--- src/rtl/mult_div.sv ---
// Iterative multiply/divide unit with architectural HI/LO registers.
//
// Sits beside the ALU in the execute stage. Multiplies finish in one cycle
// after acceptance. Divides use restoring shift-subtract on operand
// magnitudes, one quotient bit per cycle, 32 cycles. MTHI/MTLO write in the
// accepting cycle and never raise busy.
//
// Ports:
//   clk     - clock, rising edge
//   resetn  - asynchronous active-low reset
//   start   - request valid, honoured only in idle with flush low
//   op      - 000 MULT, 001 MULTU, 010 DIV, 011 DIVU, 100 MTHI, 101 MTLO
//   a, b    - rs / rt operands
//   flush   - aborts an in-flight operation; blocks a same-cycle start
//   busy    - operation in flight (registered state decode)
//   done    - one-cycle pulse the cycle after HI/LO are written
//   hi, lo  - HI/LO architectural registers
module mult_div (
  input  logic        clk,
  input  logic        resetn,
  input  logic        start,
  input  logic [2:0]  op,
  input  logic [31:0] a,
  input  logic [31:0] b,
  input  logic        flush,
  output logic        busy,
  output logic        done,
  output logic [31:0] hi,
  output logic [31:0] lo
);

  typedef enum logic [1:0] {StIdle, StMul, StDiv} state_e;

  localparam logic [2:0] OpMult  = 3'b000;
  localparam logic [2:0] OpMultu = 3'b001;
  localparam logic [2:0] OpDiv   = 3'b010;
  localparam logic [2:0] OpDivu  = 3'b011;
  localparam logic [2:0] OpMthi  = 3'b100;
  localparam logic [2:0] OpMtlo  = 3'b101;

  state_e      state_q, state_d;
  logic [31:0] a_q, a_d;
  logic [31:0] b_q, b_d;
  logic        sgn_q, sgn_d;   // signed variant of the latched op
  logic [4:0]  cnt_q, cnt_d;
  logic [31:0] rem_q, rem_d;   // partial remainder
  logic [31:0] quo_q, quo_d;   // dividend bits shift out, quotient bits shift in
  logic [31:0] hi_q, hi_d;
  logic [31:0] lo_q, lo_d;
  logic        done_q, done_d;

  // Multiply datapath: sign- or zero-extend to 64 bits, keep the low 64.
  logic [63:0] mul_a, mul_b, prod;
  assign mul_a = {{32{sgn_q & a_q[31]}}, a_q};
  assign mul_b = {{32{sgn_q & b_q[31]}}, b_q};
  assign prod  = mul_a * mul_b;

  // Divide datapath: one restoring step per cycle.
  logic [31:0] a_mag, dmag;
  logic [32:0] shifted, diff;
  logic        ge;
  logic [31:0] rem_nx, quo_nx, quo_fix, rem_fix;

  assign a_mag   = (~op[0] & a[31]) ? (32'd0 - a) : a;
  assign dmag    = (sgn_q & b_q[31]) ? (32'd0 - b_q) : b_q;
  assign shifted = {rem_q, quo_q[31]};
  assign ge      = shifted >= {1'b0, dmag};
  assign diff    = shifted - {1'b0, dmag};
  assign rem_nx  = ge ? diff[31:0] : shifted[31:0];
  assign quo_nx  = {quo_q[30:0], ge};
  // Quotient negated on differing signs; remainder follows the dividend.
  // 0x80000000 / -1 wraps back to 0x80000000 through the negation.
  assign quo_fix = (sgn_q & (a_q[31] ^ b_q[31])) ? (32'd0 - quo_nx) : quo_nx;
  assign rem_fix = (sgn_q & a_q[31]) ? (32'd0 - rem_nx) : rem_nx;

  always_comb begin
    state_d = state_q;
    a_d     = a_q;
    b_d     = b_q;
    sgn_d   = sgn_q;
    cnt_d   = cnt_q;
    rem_d   = rem_q;
    quo_d   = quo_q;
    hi_d    = hi_q;
    lo_d    = lo_q;
    done_d  = 1'b0;

    unique case (state_q)
      StIdle: begin
        if (start && !flush) begin
          unique case (op)
            OpMult, OpMultu: begin
              a_d     = a;
              b_d     = b;
              sgn_d   = ~op[0];
              state_d = StMul;
            end
            OpDiv, OpDivu: begin
              a_d     = a;
              b_d     = b;
              sgn_d   = ~op[0];
              cnt_d   = 5'd0;
              rem_d   = 32'd0;
              quo_d   = a_mag;
              state_d = StDiv;
            end
            OpMthi: begin
              hi_d   = a;
              done_d = 1'b1;
            end
            OpMtlo: begin
              lo_d   = a;
              done_d = 1'b1;
            end
            default: ;  // reserved encodings are ignored
          endcase
        end
      end
      StMul: begin
        state_d = StIdle;
        if (!flush) begin
          hi_d   = prod[63:32];
          lo_d   = prod[31:0];
          done_d = 1'b1;
        end
      end
      StDiv: begin
        if (flush) begin
          state_d = StIdle;
        end else begin
          rem_d = rem_nx;
          quo_d = quo_nx;
          cnt_d = cnt_q + 5'd1;
          if (cnt_q == 5'd31) begin
            state_d = StIdle;
            done_d  = 1'b1;
            // Divide-by-zero runs full length but leaves HI/LO untouched.
            if (b_q != 32'd0) begin
              hi_d = rem_fix;
              lo_d = quo_fix;
            end
          end
        end
      end
      default: state_d = StIdle;
    endcase
  end

  always_ff @(posedge clk or negedge resetn) begin
    if (!resetn) begin
      state_q <= StIdle;
      a_q     <= 32'd0;
      b_q     <= 32'd0;
      sgn_q   <= 1'b0;
      cnt_q   <= 5'd0;
      rem_q   <= 32'd0;
      quo_q   <= 32'd0;
      hi_q    <= 32'd0;
      lo_q    <= 32'd0;
      done_q  <= 1'b0;
    end else begin
      state_q <= state_d;
      a_q     <= a_d;
      b_q     <= b_d;
      sgn_q   <= sgn_d;
      cnt_q   <= cnt_d;
      rem_q   <= rem_d;
      quo_q   <= quo_d;
      hi_q    <= hi_d;
      lo_q    <= lo_d;
      done_q  <= done_d;
    end
  end

  assign busy = (state_q != StIdle);
  assign done = done_q;
  assign hi   = hi_q;
  assign lo   = lo_q;

endmodule

--- config.mk ---
export PLATFORM = sky130hd
export DESIGN_NAME = mult_div
export DESIGN_NICKNAME = d
export VERILOG_FILES = /design/src/rtl/mult_div.sv
export SDC_FILE = /design/constraint.sdc
export NUM_CORES = 2
export LEC_CHECK = 0
export CORE_MARGIN = 2
export CORE_UTILIZATION = 55
export CTS_BUF_LIST = sky130_fd_sc_hd__clkbuf_8
export DETAILED_ROUTE_END_ITERATION = 7
export PLACE_DENSITY = 0.71
export SETUP_SLACK_MARGIN = 0.5
export SYNTH_ARGS = -nofsm -noshare
export SYNTH_HDL_FRONTEND = slang
export SYNTH_SLANG_ARGS = --single-unit
--- constraint.sdc ---
create_clock -name clk -period 10 [get_ports clk]
set_clock_uncertainty 0.05 [all_clocks]
set_input_delay 1.5 -clock clk [delete_from_list [all_inputs] [get_ports clk]]
set_output_delay 1.5 -clock clk [all_outputs]
set_load 0.02 [all_outputs]
## Word level (Yosys, flattened, before mapping)

Cells that the tools add are included.

- Word-level logic and storage cells: 101
- Output and inout bits: 66
- Register bits after elaboration: 201
- Input bits: 71

- Reductions and logical operators: 17
- Equality and inequality tests: 18
- Add/sub/neg operators: 6
- Order comparisons: 1
- Multipliers: 1
- Bitwise gates (word level): 6
- Multiplexer cells: 42

Operators by type and width:

| operator | count |
|---|---|
| $mux 32 | 23 |
| $pmux 32 s3 | 2 |
| $pmux 32 s2 | 2 |
| $sub 1x32->32 const A | 4 |
| $mul 33x33->64 | 1 |
| $ge 33x32->1 | 1 |
| $reduce_bool 32->1 | 1 |
| $sub 32x32->32 | 1 |
| $mux 5 | 3 |
| $reduce_and 7->1 | 2 |
| $ne 2x2->1 const B | 5 |
| $pmux 5 s2 | 1 |
| $pmux 2 s2 | 2 |
| $eq 3x2->1 const B | 2 |
| $eq 3x3->1 const B | 2 |
| $mux 2 | 3 |
| $ne 2x1->1 const B | 3 |
| $reduce_and 3->1 | 2 |
| $reduce_or 2->1 | 3 |
| $add 5x1->5 const B | 1 |
| $eq 5x5->1 const B | 1 |
| $mux 1 | 5 |
| $and 1x1->1 | 4 |
| $reduce_and 4->1 | 1 |
| 15 further kinds | 16 |

## Depth between registers and ports, before layout

- Depth in word-level cells: 10
- Depth in mapped cells: 37
- Mapped depth without buffers: 32

## Least setup slack after synthesis

Ideal clock, no wire load.

- Path type: reg2reg
- Start: register a_q[31]
- End: register hi_q[27] (netlist: hi[27])
- Arrival time: 8.537 ns
- Path buffers: 4
- Path slack: 1.317 ns
- Required time: 9.855 ns
- Cell stages (with the launch flop): 32
- Setup time: 0.095 ns
- Clock period less this slack: 8.683 ns
- Path through: dfrtp_1 -> and2_1 -> clkbuf_1 -> clkbuf_1 -> clkbuf_1 -> nand2_1 -> inv_1 -> fa_1 -> fa_1 -> fa_1 -> inv_1 -> fa_1 -> inv_1 -> fa_1 -> fa_1 -> fa_1 -> inv_1 -> fa_1 -> inv_1 -> ha_1 -> clkbuf_1 -> nand4_1 -> or4_1 -> nor3_1 -> and3_1 -> o21a_1 -> a221o_1 -> nand3b_1 -> a21boi_0 -> o311ai_0 -> a21oi_1 -> o31ai_1

- Cells in the longest elaborated chain, start to end: 6
- Elaborated cells between the ends (all ways): 8
- Classes of those cells: 1 x mul; 6 x mux; 1 x bitwise

RTL lines:

| what | RTL line | text |
|---|---|---|
| from (decl) | 42 | `logic [31:0] a_q, a_d;` |
| from (signal assigned) | 152 | `a_q <= 32'd0;` |
| from (signal assigned) | 163 | `a_q <= a_d;` |
| branches (longest 5 deep; another with $mul 33x33->64) | - |  |
| $pmux 32 s3 * | 88 | `unique case (state_q)` |
| to (signal assigned) | 169 | `hi_q <= hi_d;` |
| to (decl) | 48 | `logic [31:0] hi_q, hi_d;` |

Mark *: on every way between the ends. The select of a mux whose other input is x is not followed.
A chain may end at the register's enable or synchronous reset.

## Final worst setup path

- Start: register a_q[12]
- End: register hi_q[10] (netlist: hi[10])

- Cells in the longest elaborated chain, start to end: 3

RTL lines:

| what | RTL line | text |
|---|---|---|
| $mul 33x33->64 | 56 | `assign prod = mul_a * mul_b;` |
| $mux 32 | 121 | `if (!flush) begin` |
| $pmux 32 s3 | 88 |  |

No other way between the ends. The select of a mux whose other input is x is not followed.

==> metrics <==
status=complete, no violations; Slew HR=0.209; Nets=7180; Mapped Cells=approximately 5800; instance count on the critical path=24; Rows=roughly 110; clock sink total=201; Setup crit start=a_q[12]; DR WL/cell=22.2 um; first-pass GRT wire length=247000 um; vias in the first global route=between 40000 and 50000; Initial Utilization=0.554; Synth area leaders=fa_1, dfrtp_1, inv_1, nand2_1, ha_1; Critical Path Start Type=flop; synthesized net count=7210; fillers=just over 8000; root buffer cell=clkbuf_8; #FFs+latches synth=about 200; WS Path Type=flop to flop; r2r worst-path depth=24; Worst EP required=10400 ps; die height=slightly above 300 um; die area=between 90000 and 100000 um^2; GRT Util Overall=0.331; Cells on Worst Hold Path=2; area leader, netlist=fa_1; I/O Buffers=approximately 140; CP most frequent cell=fa_1; Avg Inst Size Synth=8.97 um^2; global route overflow=0; CP Max Fanout=25; CTS tree=built; # diodes=0; CTS Buffer Depth=3; Tcrit/Tclk final=0.914; area delta synth->final=7.05%; Post-synth EDFFs=0; post-synth top area share=0.436; Yosys warnings=0; crit path time final=slightly above 9000 ps; top-count cell post-synth=inv_1; Top FF cell, synth=dfrtp_1; Final setup viols=0; Hold Vio Cnt, Final=0; arrival time of the worst setup path=9540 ps; Skew-Pair Late Insertion Delay=roughly 600 ps; initial antenna violation count=6; worst min-delay path class=flop to flop; share of cells above drive strength 1=0.0589; worst-margin pin slew=between 1000 and 1500 ps; Max stage delay on crit path=between 1000 and 1500 ps; critical path's top delay family=adder cells; Bufs and invs on worst path=4; worst r2r src=a_q[12]; Clock Pin Slew Worst Setup and Hold Paths=70 ps; DIE WIDTH=311 um; sequential area share after synthesis=0.0973; Post-Route WL=approximately 160000 um; crit-path cells=and2_1, fa_1, fa_1, inv_1, fa_1, fa_1, fa_1, inv_1, fa_1, fa_1, inv_1, fa_1, inv_1, ha_1, nand4_1, or4_1, a211oi_2, nor2_1, o21ai_0, a31oi_1, xor2_1, o221ai_1, o21ai_0, o21ai_0; H-tree levels=2; hold_sp=lo[24]; Num CTS Buffers=37; CP max-delay cell=dfrtp_1; total negative slack=0 ps; drc violations=0; RSZ-0062 raised after global routing=true; Slew Viols, Final=0; largest net degree at the start of global routing=77; RD Place Congestion=slightly above 1; FMAX=approximately 110 MHz; Critical Path Sink Type=flop; Post-DRT Antenna Nets=0; Synth top cells by count=inv_1, fa_1, nand2_1, and2_1, clkbuf_1; DRT iter0 DRCs=roughly 3500; DR vias=roughly 41000; 1st-pass router iterations=6; async set-reset flop share out of synthesis=1.00; num ports=between 100 and 150; DR vias/cell=5.83; maxcap violations=0; Post-Syn Area=~52000 um^2; Distinct cells, synth=between 80 and 90; core area=93200 um^2; hpwl dp=roughly 130000 um
==> layout by cell type (no fill, tap or decap), drive strengths merged, types with 11 or more instances in the layout <==
cell	n
inv	1168
fa	1126
nand2	881
and2	355
ha	255
dfrtp	201
nor2	177
o21ai	176
buf	149
a21oi	140
clkdlybuf4s50	135
xnor2	126
xor2	90
o31ai	78
mux2	63
nor3	60
clkbuf	44
a221oi	43
a21o	39
nand3	38
and3	36
a22oi	28
mux2i	28
nand4	27
a211oi	26
a31oi	25
nand2b	24
nor2b	16
nor4	15
o21a	14
or4	13
a22o	12
o221ai	12
or3	11
==> cell families (layout without fill, tap and decap cells) <==
kind of cell,Yosys count,in the layout,share of synthesized area
mux,91,91,0.0193
flops,201,201,0.0973
fa+ha+maj,1381,1381,0.498
compound gates,670,670,0.0862
buf+inv,1518,1514,0.111
xor+xnor,216,216,0.0366
simple gates,1681,1681,0.152
==> layout make-up <==
| cell class | count | area [um^2] | area share |
|---|---|---|---|
| clock buffers | 43 | 592 | 0.0107 |
| multi-input cells | 4039 | 41000 | 0.740 |
| inverters | 1164 | 4370 | 0.0791 |
| flip-flops and latches | 201 | 5060 | 0.0915 |
| well taps | 1254 | 1570 | 0.0284 |
| repair buffers | 285 | 2480 | 0.0449 |
| clock inverters | 22 | 278 | 0.00502 |
==> per-stage QoR <==
| stage | setup WS (ps) | utilization | instances | area, um^2 | hold WS, ps |
|---|---|---|---|---|---|
| floorplan | 1320 | - | 5758 | 51700 | 421 |
| global placement | 537 | 0.583 | 6939 | 54400 | 410 |
| detailed placement | 394 | 0.583 | 6939 | 54400 | 415 |
| CTS | 547 | 0.593 | 7004 | 55200 | 430 |
| global route | 377 | 0.594 | 7008 | 55300 | 447 |
| finish | 856 | 0.594 | 7008 | 55300 | 427 |
==> flip-flops by register name, indices dropped and copies added (netlist names) <==
register  count
lo           32
a_q          32
b_q          32
hi           32
sgn_q         1
rem_q        32
quo_q        32
cnt_q         5
state_q       2
done          1
==> worst register-to-register path, delay by kind of cell (launching register included) <==
kind | cells | cell delay, ps
AOI/OAI and AO/OA | 6 | 1520
xor gates and xnor gates | 1 | 420
DFF | 1 | 1050
adders and majority gates | 9 | 4470
and+or+nand+nor | 4 | 1250
buffers and inverters | 4 | 250
==> metal layers <==
layer	global-route usage	routed length, um
met4	0.178	10300
met3	0.0390	11500
met1	0.429	58800
met2	0.545	75300
met5	0	0
==> worst paths after layout <==
kind,slack [ps],endpoint
max,860,hi[10]
min,430,lo[24]
max reg2reg,860,hi[10]
min reg2reg,430,lo[24]
max in group asynchronous,7490,quo_q[22]
min in group asynchronous,900,rem_q[21]
==> timing repair <==
action	4_1_cts	5_1_grt
hold buffers	0	0
resized for setup	6	24
setup buffers	0	4
endpoints found under the setup margin	4	16
Power is left out: the tool's default activity adds up to more than one toggle a clock period on the data nets, which glitch-free logic cannot reach.
